$ cat src/rtl/parser_cfg_pkg.sv
// Shared types and constants for the parser rule loader: opcodes, FSM states,
// response tag and the layer-select field of a rule address.
package parser_cfg_pkg;
    typedef enum logic [1:0] {
        OP_ILL0  = 2'b00,
        OP_WRITE = 2'b01,
        OP_READ  = 2'b10,
        OP_ILL3  = 2'b11
    } opcode_e;

    typedef enum logic [2:0] {
        S_IDLE, S_ADDR, S_WDATA, S_WDONE, S_RD_ISSUE, S_RD_WAIT, S_RESP
    } state_e;

    localparam logic [7:0] WDONE_TAG = 8'hC1;
    localparam int         LAYER_MSB = 31;
    localparam int         LAYER_LSB = 24;

    // Low 24 bits wrap; the layer byte is carried through untouched.
    function automatic logic [31:0] next_addr(input logic [31:0] a);
        return {a[LAYER_MSB:LAYER_LSB], a[LAYER_LSB-1:0] + 24'd1};
    endfunction
endpackage

$ cat src/rtl/parser_rule_loader_if.sv
// Command, response and rule-side bus bundle of the parser rule loader.
interface parser_rule_loader_if;
    logic        i_cmd_valid;
    logic [31:0] i_cmd_data;
    logic        o_cmd_ready;
    logic        o_resp_valid;
    logic [31:0] o_resp_data;
    logic        i_resp_ready;
    logic        o_rule_wren;
    logic        o_rule_rden;
    logic [31:0] o_rule_addr;
    logic [31:0] o_rule_wdata;
    logic        i_rule_rdata_valid;
    logic [31:0] i_rule_rdata;

    modport slave (
        input  i_cmd_valid, i_cmd_data, i_resp_ready, i_rule_rdata_valid, i_rule_rdata,
        output o_cmd_ready, o_resp_valid, o_resp_data, o_rule_wren, o_rule_rden,
               o_rule_addr, o_rule_wdata
    );
    modport master (
        output i_cmd_valid, i_cmd_data, i_resp_ready, i_rule_rdata_valid, i_rule_rdata,
        input  o_cmd_ready, o_resp_valid, o_resp_data, o_rule_wren, o_rule_rden,
               o_rule_addr, o_rule_wdata
    );
endinterface

$ cat src/rtl/parser_cfg_timer.sv
// Loadable down-counter; o_expired is high on the TIMEOUT_CYC-th enabled cycle after load.
module parser_cfg_timer #(
    parameter int TIMEOUT_CYC = 64
) (
    input  logic i_clk,
    input  logic i_rst_n,
    input  logic i_load,
    input  logic i_en,
    output logic o_expired
);
    localparam int W = $clog2(TIMEOUT_CYC);

    logic [W-1:0] r_cnt;

    always_ff @(posedge i_clk or negedge i_rst_n) begin
        if (!i_rst_n)                  r_cnt <= '0;
        else if (i_load)               r_cnt <= W'(TIMEOUT_CYC - 1);
        else if (i_en && r_cnt != '0)  r_cnt <= r_cnt - 1'b1;
    end

    assign o_expired = (r_cnt == '0);
endmodule

$ cat src/rtl/parser_rule_loader.sv
// Decodes a host command word stream into rule write/read strobes with address
// auto-increment, and returns write-done / read-data responses.
module parser_rule_loader
    import parser_cfg_pkg::*;
#(
    parameter int          TIMEOUT_CYC     = 64,
    parameter logic [31:0] TIMEOUT_PATTERN = 32'hDEAD_BEEF,
    parameter int          CNT_WIDTH       = 16
) (
    input  logic                 i_clk,
    input  logic                 i_rst_n,
    parser_rule_loader_if.slave  bus,
    input  logic                 i_err_clr,
    output logic                 o_busy,
    output logic                 o_err_timeout,
    output logic                 o_err_cmd,
    output logic [CNT_WIDTH-1:0] o_wr_cnt,
    output logic [CNT_WIDTH-1:0] o_rd_cnt
);
    state_e               r_state;
    opcode_e              r_op;
    logic [15:0]          r_len, r_remain;
    logic [31:0]          r_addr, r_rule_addr, r_rule_wdata, r_resp_data;
    logic                 r_cmd_ready, r_resp_valid, r_wren, r_rden;
    logic                 r_err_timeout, r_err_cmd;
    logic [CNT_WIDTH-1:0] r_wr_cnt, r_rd_cnt;

    logic    w_acc, w_tmr_exp;
    opcode_e w_op;

    assign w_acc = bus.i_cmd_valid & r_cmd_ready;
    assign w_op  = opcode_e'(bus.i_cmd_data[31:30]);

    parser_cfg_timer #(.TIMEOUT_CYC(TIMEOUT_CYC)) u_timer (
        .i_clk     (i_clk),
        .i_rst_n   (i_rst_n),
        .i_load    (r_state == S_RD_ISSUE),
        .i_en      (r_state == S_RD_WAIT),
        .o_expired (w_tmr_exp)
    );

    always_ff @(posedge i_clk or negedge i_rst_n) begin
        if (!i_rst_n) begin
            r_state       <= S_IDLE;
            r_op          <= OP_ILL0;
            r_len         <= '0;
            r_remain      <= '0;
            r_addr        <= '0;
            r_rule_addr   <= '0;
            r_rule_wdata  <= '0;
            r_resp_data   <= '0;
            r_cmd_ready   <= 1'b0;
            r_resp_valid  <= 1'b0;
            r_wren        <= 1'b0;
            r_rden        <= 1'b0;
            r_err_timeout <= 1'b0;
            r_err_cmd     <= 1'b0;
            r_wr_cnt      <= '0;
            r_rd_cnt      <= '0;
        end else begin
            r_wren <= 1'b0;
            r_rden <= 1'b0;
            // Clear first so a set later in this block takes priority.
            if (i_err_clr) begin
                r_err_timeout <= 1'b0;
                r_err_cmd     <= 1'b0;
            end
            case (r_state)
                S_IDLE: begin
                    r_cmd_ready <= 1'b1;
                    if (w_acc) begin
                        if (w_op == OP_WRITE || w_op == OP_READ) begin
                            r_op    <= w_op;
                            r_len   <= bus.i_cmd_data[15:0];
                            r_state <= S_ADDR;
                        end else begin
                            r_err_cmd <= 1'b1;
                        end
                    end
                end
                S_ADDR: if (w_acc) begin
                    r_addr   <= bus.i_cmd_data;
                    r_remain <= r_len;
                    if (r_len == 16'd0) begin
                        r_state <= S_IDLE;
                    end else if (r_op == OP_WRITE) begin
                        r_state <= S_WDATA;
                    end else begin
                        r_state     <= S_RD_ISSUE;
                        r_cmd_ready <= 1'b0;
                    end
                end
                S_WDATA: if (w_acc) begin
                    r_wren       <= 1'b1;
                    r_wr_cnt     <= r_wr_cnt + CNT_WIDTH'(1);
                    r_rule_addr  <= r_addr;
                    r_rule_wdata <= bus.i_cmd_data;
                    r_addr       <= next_addr(r_addr);
                    r_remain     <= r_remain - 16'd1;
                    if (r_remain == 16'd1) begin
                        r_state      <= S_WDONE;
                        r_cmd_ready  <= 1'b0;
                        r_resp_valid <= 1'b1;
                        r_resp_data  <= {WDONE_TAG, 8'h00, r_len};
                    end
                end
                S_WDONE: if (bus.i_resp_ready) begin
                    r_resp_valid <= 1'b0;
                    r_cmd_ready  <= 1'b1;
                    r_state      <= S_IDLE;
                end
                S_RD_ISSUE: begin
                    r_rden      <= 1'b1;
                    r_rule_addr <= r_addr;
                    r_rd_cnt    <= r_rd_cnt + CNT_WIDTH'(1);
                    r_state     <= S_RD_WAIT;
                end
                S_RD_WAIT: begin
                    if (bus.i_rule_rdata_valid) begin
                        r_resp_data  <= bus.i_rule_rdata;
                        r_resp_valid <= 1'b1;
                        r_state      <= S_RESP;
                    end else if (w_tmr_exp) begin
                        r_resp_data   <= TIMEOUT_PATTERN;
                        r_resp_valid  <= 1'b1;
                        r_err_timeout <= 1'b1;
                        r_state       <= S_RESP;
                    end
                end
                S_RESP: if (bus.i_resp_ready) begin
                    r_resp_valid <= 1'b0;
                    r_addr       <= next_addr(r_addr);
                    r_remain     <= r_remain - 16'd1;
                    if (r_remain == 16'd1) begin
                        r_state     <= S_IDLE;
                        r_cmd_ready <= 1'b1;
                    end else begin
                        r_state <= S_RD_ISSUE;
                    end
                end
                default: r_state <= S_IDLE;
            endcase
        end
    end

    assign bus.o_cmd_ready  = r_cmd_ready;
    assign bus.o_resp_valid = r_resp_valid;
    assign bus.o_resp_data  = r_resp_data;
    assign bus.o_rule_wren  = r_wren;
    assign bus.o_rule_rden  = r_rden;
    assign bus.o_rule_addr  = r_rule_addr;
    assign bus.o_rule_wdata = r_rule_wdata;
    assign o_busy           = (r_state != S_IDLE);
    assign o_err_timeout    = r_err_timeout;
    assign o_err_cmd        = r_err_cmd;
    assign o_wr_cnt         = r_wr_cnt;
    assign o_rd_cnt         = r_rd_cnt;
endmodule
$ cat src/flat_wrapper.sv
// flat-port wrapper written by rule: the top's interface ports become plain ports
module parser_rule_loader_flat import parser_cfg_pkg::*;
#(
    parameter int          TIMEOUT_CYC     = 64,
    parameter logic [31:0] TIMEOUT_PATTERN = 32'hDEAD_BEEF,
    parameter int          CNT_WIDTH       = 16
)
  (i_clk, i_rst_n, i_err_clr, o_busy, o_err_timeout, o_err_cmd, o_wr_cnt, o_rd_cnt, bus_i_cmd_valid, bus_i_cmd_data, bus_i_resp_ready, bus_i_rule_rdata_valid, bus_i_rule_rdata, bus_o_cmd_ready, bus_o_resp_valid, bus_o_resp_data, bus_o_rule_wren, bus_o_rule_rden, bus_o_rule_addr, bus_o_rule_wdata);
  parser_rule_loader_if bus_i ();
  input  logic i_clk;
  input  logic i_rst_n;
  input  logic i_err_clr;
  output logic o_busy;
  output logic o_err_timeout;
  output logic o_err_cmd;
  output logic [CNT_WIDTH-1:0] o_wr_cnt;
  output logic [CNT_WIDTH-1:0] o_rd_cnt;
  input wire logic [$bits(bus_i.i_cmd_valid)-1:0] bus_i_cmd_valid;
  input wire logic [$bits(bus_i.i_cmd_data)-1:0] bus_i_cmd_data;
  input wire logic [$bits(bus_i.i_resp_ready)-1:0] bus_i_resp_ready;
  input wire logic [$bits(bus_i.i_rule_rdata_valid)-1:0] bus_i_rule_rdata_valid;
  input wire logic [$bits(bus_i.i_rule_rdata)-1:0] bus_i_rule_rdata;
  output wire logic [$bits(bus_i.o_cmd_ready)-1:0] bus_o_cmd_ready;
  output wire logic [$bits(bus_i.o_resp_valid)-1:0] bus_o_resp_valid;
  output wire logic [$bits(bus_i.o_resp_data)-1:0] bus_o_resp_data;
  output wire logic [$bits(bus_i.o_rule_wren)-1:0] bus_o_rule_wren;
  output wire logic [$bits(bus_i.o_rule_rden)-1:0] bus_o_rule_rden;
  output wire logic [$bits(bus_i.o_rule_addr)-1:0] bus_o_rule_addr;
  output wire logic [$bits(bus_i.o_rule_wdata)-1:0] bus_o_rule_wdata;
  assign bus_i.i_cmd_valid = bus_i_cmd_valid;
  assign bus_i.i_cmd_data = bus_i_cmd_data;
  assign bus_i.i_resp_ready = bus_i_resp_ready;
  assign bus_i.i_rule_rdata_valid = bus_i_rule_rdata_valid;
  assign bus_i.i_rule_rdata = bus_i_rule_rdata;
  assign bus_o_cmd_ready = bus_i.o_cmd_ready;
  assign bus_o_resp_valid = bus_i.o_resp_valid;
  assign bus_o_resp_data = bus_i.o_resp_data;
  assign bus_o_rule_wren = bus_i.o_rule_wren;
  assign bus_o_rule_rden = bus_i.o_rule_rden;
  assign bus_o_rule_addr = bus_i.o_rule_addr;
  assign bus_o_rule_wdata = bus_i.o_rule_wdata;
  parser_rule_loader #(.TIMEOUT_CYC(TIMEOUT_CYC), .TIMEOUT_PATTERN(TIMEOUT_PATTERN), .CNT_WIDTH(CNT_WIDTH)) u_core (.i_clk(i_clk), .i_rst_n(i_rst_n), .bus(bus_i), .i_err_clr(i_err_clr), .o_busy(o_busy), .o_err_timeout(o_err_timeout), .o_err_cmd(o_err_cmd), .o_wr_cnt(o_wr_cnt), .o_rd_cnt(o_rd_cnt));
endmodule
$ cat config.mk
export PLATFORM = sky130hd
export DESIGN_NAME = parser_rule_loader_flat
export DESIGN_NICKNAME = d
export VERILOG_FILES = /design/src/rtl/parser_cfg_pkg.sv /design/src/rtl/parser_rule_loader_if.sv /design/src/rtl/parser_cfg_timer.sv /design/src/rtl/parser_rule_loader.sv /design/src/flat_wrapper.sv
export SDC_FILE = /design/constraint.sdc
export NUM_CORES = 1
export LEC_CHECK = 0
export ABC_CLOCK_PERIOD_IN_PS = 4100
export BUFFER_PORTS_ARGS = -buffer_cell sky130_fd_sc_hd__buf_2
export CAP_MARGIN = 30
export CORE_ASPECT_RATIO = 2
export CORE_MARGIN = 2
export CORE_UTILIZATION = 30
export DETAILED_ROUTE_END_ITERATION = 7
export PLACE_DENSITY_LB_ADDON = 0.2
export SYNTH_ARGS = -nofsm -noshare
export SYNTH_HDL_FRONTEND = slang
export SYNTH_SLANG_ARGS = --single-unit
export TNS_END_PERCENT = 30
$ cat constraint.sdc
create_clock -name i_clk -period 4.1 [get_ports i_clk]
set_clock_uncertainty 0.2 [all_clocks]
set_input_delay 1.025 -clock i_clk [delete_from_list [all_inputs] [get_ports i_clk]]
set_output_delay 1.025 -clock i_clk [all_outputs]
set_load 0.02 [all_outputs]
==> impl_results.md <==
- Status: complete, no violations
- Initial Utilization: a little under a third
- End of the worst register-to-register path: u_core.r_addr[23]
- Critical path data arrival time: 1820 ps
- Worst-margin pin slew: 938 ps
- Initial antenna violation count: 1
- Hold Vio Cnt, Final: 0
- RSZ-0062 raised after global routing: false
- Worst reg2reg setup slack: roughly 1300 ps
- Die H: 260 µm
- Core Rows: 93
- Flop pwr share: 39.2%
- Min Tclk post-route: 3040 ps
- Internal power: around 5.4 mW
- Synth Warn #: 0
- Num ports: approximately 200
- Sw Share: 40.9%
- Clk pin slew, worst setup/hold paths: 60 ps
- Root Buffer: clkbuf_16
- Routed vias: 7,816
- DR WL met2: 16,400 µm
- Critical Path RT: 2870 ps
- Detail Placement HPWL: 21,300 µm
- Antenna cells: 0
- Flops & latches, synth: 209
- Clk pwr share: between 20% and 30%
- Die area: 34,200 µm²
- Syn_area_per_cell: between 10 and 15 µm²
- Drt pass-1 iters: 5
- Clock Latency Late Sink: 520 ps
- Largest net degree at the start of global routing: 84
- Layout cells sized above 1: 29.0%
- Top routing layer used: met4
- Post-CTS resize count: 0
- Final #Nets: around 1,200
- Predominant post-synthesis flop cell: dfrtp_1
- Number of remaining DRC errors: 0
- Worst Hold Path EP: u_core.o_wr_cnt[15]
- MaxCap Viol Count: 0
- First-pass GRT wire length: 46,000 µm
- Slew HR: 37.4%
- P_leak: 5.88 nW
- H-tree levels: 1
- Commonest non-fill, non-tap cell in the layout: dfrtp_1
- Register area share after synthesis: between 50% and 60%
- Overall power: 9.20 mW
- Pins over their slew limit: 0
- Avg WL per Cell: 18.5 µm
- Syn nets: roughly 1,000
- Crit path capture type: output pin
- VDD IR max: 284 µV
- Crit share post-route: 74.2%
- Setup_tns: 0 ps
- Comb pwr share: 39.8%
- Critical Path Start Type: flip-flop
- Most frequent cells in the layout: dfrtp_1, buf_2, nand2_1, a21oi_1, mux2_2
- HP Start: u_core.o_wr_cnt[15]
- Reg2Reg Depth: 5
- Total CTS buffers: 21
- Fin worst setup slack: 1060 ps
- Gate Count Post-Synth: 956
- Reg2reg start: u_core.r_state[1]
- Post-CTS setup buffers: 0
- Worst Setup Path Type: flip-flop to output pin
- Vias in the first global route: 8,010
- Synth unique cells: 67
- Total GRT Usage: ~17%
- CTS tree: built
- Met3 wire len: 985 µm
- DRT met1 WL: around 11,000 µm
- Die Span X: 132 µm
- Final wirelength: 29,300 µm
- Max incr delay on CP: 660 ps
- Antenna viol nets, final: 0
- CP max-delay cell: dfrtp_1
- F_max: 0.329 GHz
- CTS sink cnt: approximately 210
- Hold_buf cts: 0
- Async SR Flop Fraction: 100%
- Worst-path cell chain: or3_1, buf_2
- Port Buf Inserts: 204
- Place WS: 1060 ps
- Setup violations, final: 0
- 1st-iter DRT viols: 391
- Area Overhead vs Synth: 22.0%
- Pwr/cell area: a little under 800 nW/µm²
- RePlAce Congestion: 0.830
- Post-synth EDFFs: 0
- Worst hold-check path type: flip-flop to flip-flop
- Max Fanout on Critical Path: 24
- Clock buffer depth: 3
- Post-Syn Area: 9800 µm²
- Switching power: approximately 3.8 mW
- Core Box Area: between 30,000 and 40,000 µm²
- Hold Path Stages: 1
- Total gr overflow: 0
- Number of vias per cell: 4.93
[through the flow]
step | hold slack (ps) | util, % | instance area [µm²] | std cells
2_1_floorplan | 235 | - | 9800 | 956
3_3_place_gp | 254 | 35.0 | 11300 | 1552
3_5_place_dp | 258 | 35.0 | 11300 | 1552
4_1_cts | 268 | 37.1 | 12000 | 1587
5_1_grt | 284 | 37.1 | 12000 | 1587
6_report | 266 | 37.1 | 12000 | 1587
[state kept, by name, summed over array words and instances (netlist names), 2 cells and up]
name,flops
u_core.bus.o_resp_data,32
u_core.bus.o_rule_addr,32
u_core.bus.o_rule_wdata,32
u_core.r_addr,32
u_core.o_rd_cnt,16
u_core.o_wr_cnt,16
u_core.r_len,16
u_core.r_remain,16
u_core.u_timer.r_cnt,6
u_core.r_state,3
u_core.r_op,2
[layout make-up]
| cell class | instances | area, µm² |
|---|---|---|
| Clock buffer | 29 | 606 |
| Clock inverter | 6 | 57.6 |
| Fill cell | 3289 | 20300 |
| Inverter | 39 | 148 |
| Multi-Input combinational cell | 652 | 4170 |
| Sequential cell | 209 | 5230 |
| Tap cell | 427 | 534 |
| Timing Repair Buffer | 225 | 1210 |
[routing by layer]
layer / vias to the layer above / track usage (%)
met2: 171 / 33.3
met1: 3862 / 18.3
met5: - / 0
li1: 3731 / -
met3: 52 / 2.05
met4: 0 / 7.13
[how the worst max path moves through the flow]
stage | start | end | slack [ps] | cells past startpoint
3_3_place_gp | bus_i_cmd_valid | u_core.bus.o_resp_data[22] | 1090 | 7
4_1_cts | u_core.r_state[1] | o_busy | 1040 | 2
5_1_grt | u_core.r_state[1] | o_busy | 990 | 2
3_5_place_dp | bus_i_cmd_valid | u_core.r_addr[26] | 1060 | 7
6_report | u_core.r_state[1] | o_busy | 1060 | 2
2_1_floorplan | bus_i_cmd_valid | u_core.r_len[10] | 1570 | 6
[Yosys cell counts, drive strengths merged (15+ instances only)]
library cell    n  area [µm²]
dfrtp         209        5230
nand2         168         631
a21oi          65         325
mux2           62         732
nor2           46         175
o21ai          41         209
inv            38         143
nand3          33         170
buf            29         171
clkbuf         27         101
nand4          20         138
o22ai          20         125
nor3           19        95.1
xnor2          19         166
xor2           17         149
mux2i          15         150
[power by group through the flow]
stage	Clock, mW	Sequential, mW	Combinational [mW]
floorplan	0	3.92	2.13
finish	1.93	3.61	3.67
global placement	0	3.63	3.67
detailed placement	0	3.65	3.73
global route	2.06	3.73	4.06
CTS	1.99	3.62	3.74
[critical path, delay by kind of cell (launching register included)]
family                 cells  cell delay, ps
DFF                        1             660
and+or+nand+nor            1             470
buffers and inverters      1             170
[cell families (layout without fill, tap and decap cells)]
group | Yosys count | in the layout | share of synthesized area (%)
AO/OA/AOI/OAI | 188 | 188 | 12.2
XOR/XNOR | 36 | 36 | 3.22
adder cells (fa/ha/maj) | 7 | 7 | 0.894
buffers and inverters | 95 | 299 | 4.29
flip-flops | 209 | 209 | 53.4
multiplexers | 77 | 77 | 9.00
AND/OR/NAND/NOR | 344 | 344 | 17.0
(Power assumes the default switching activity.)
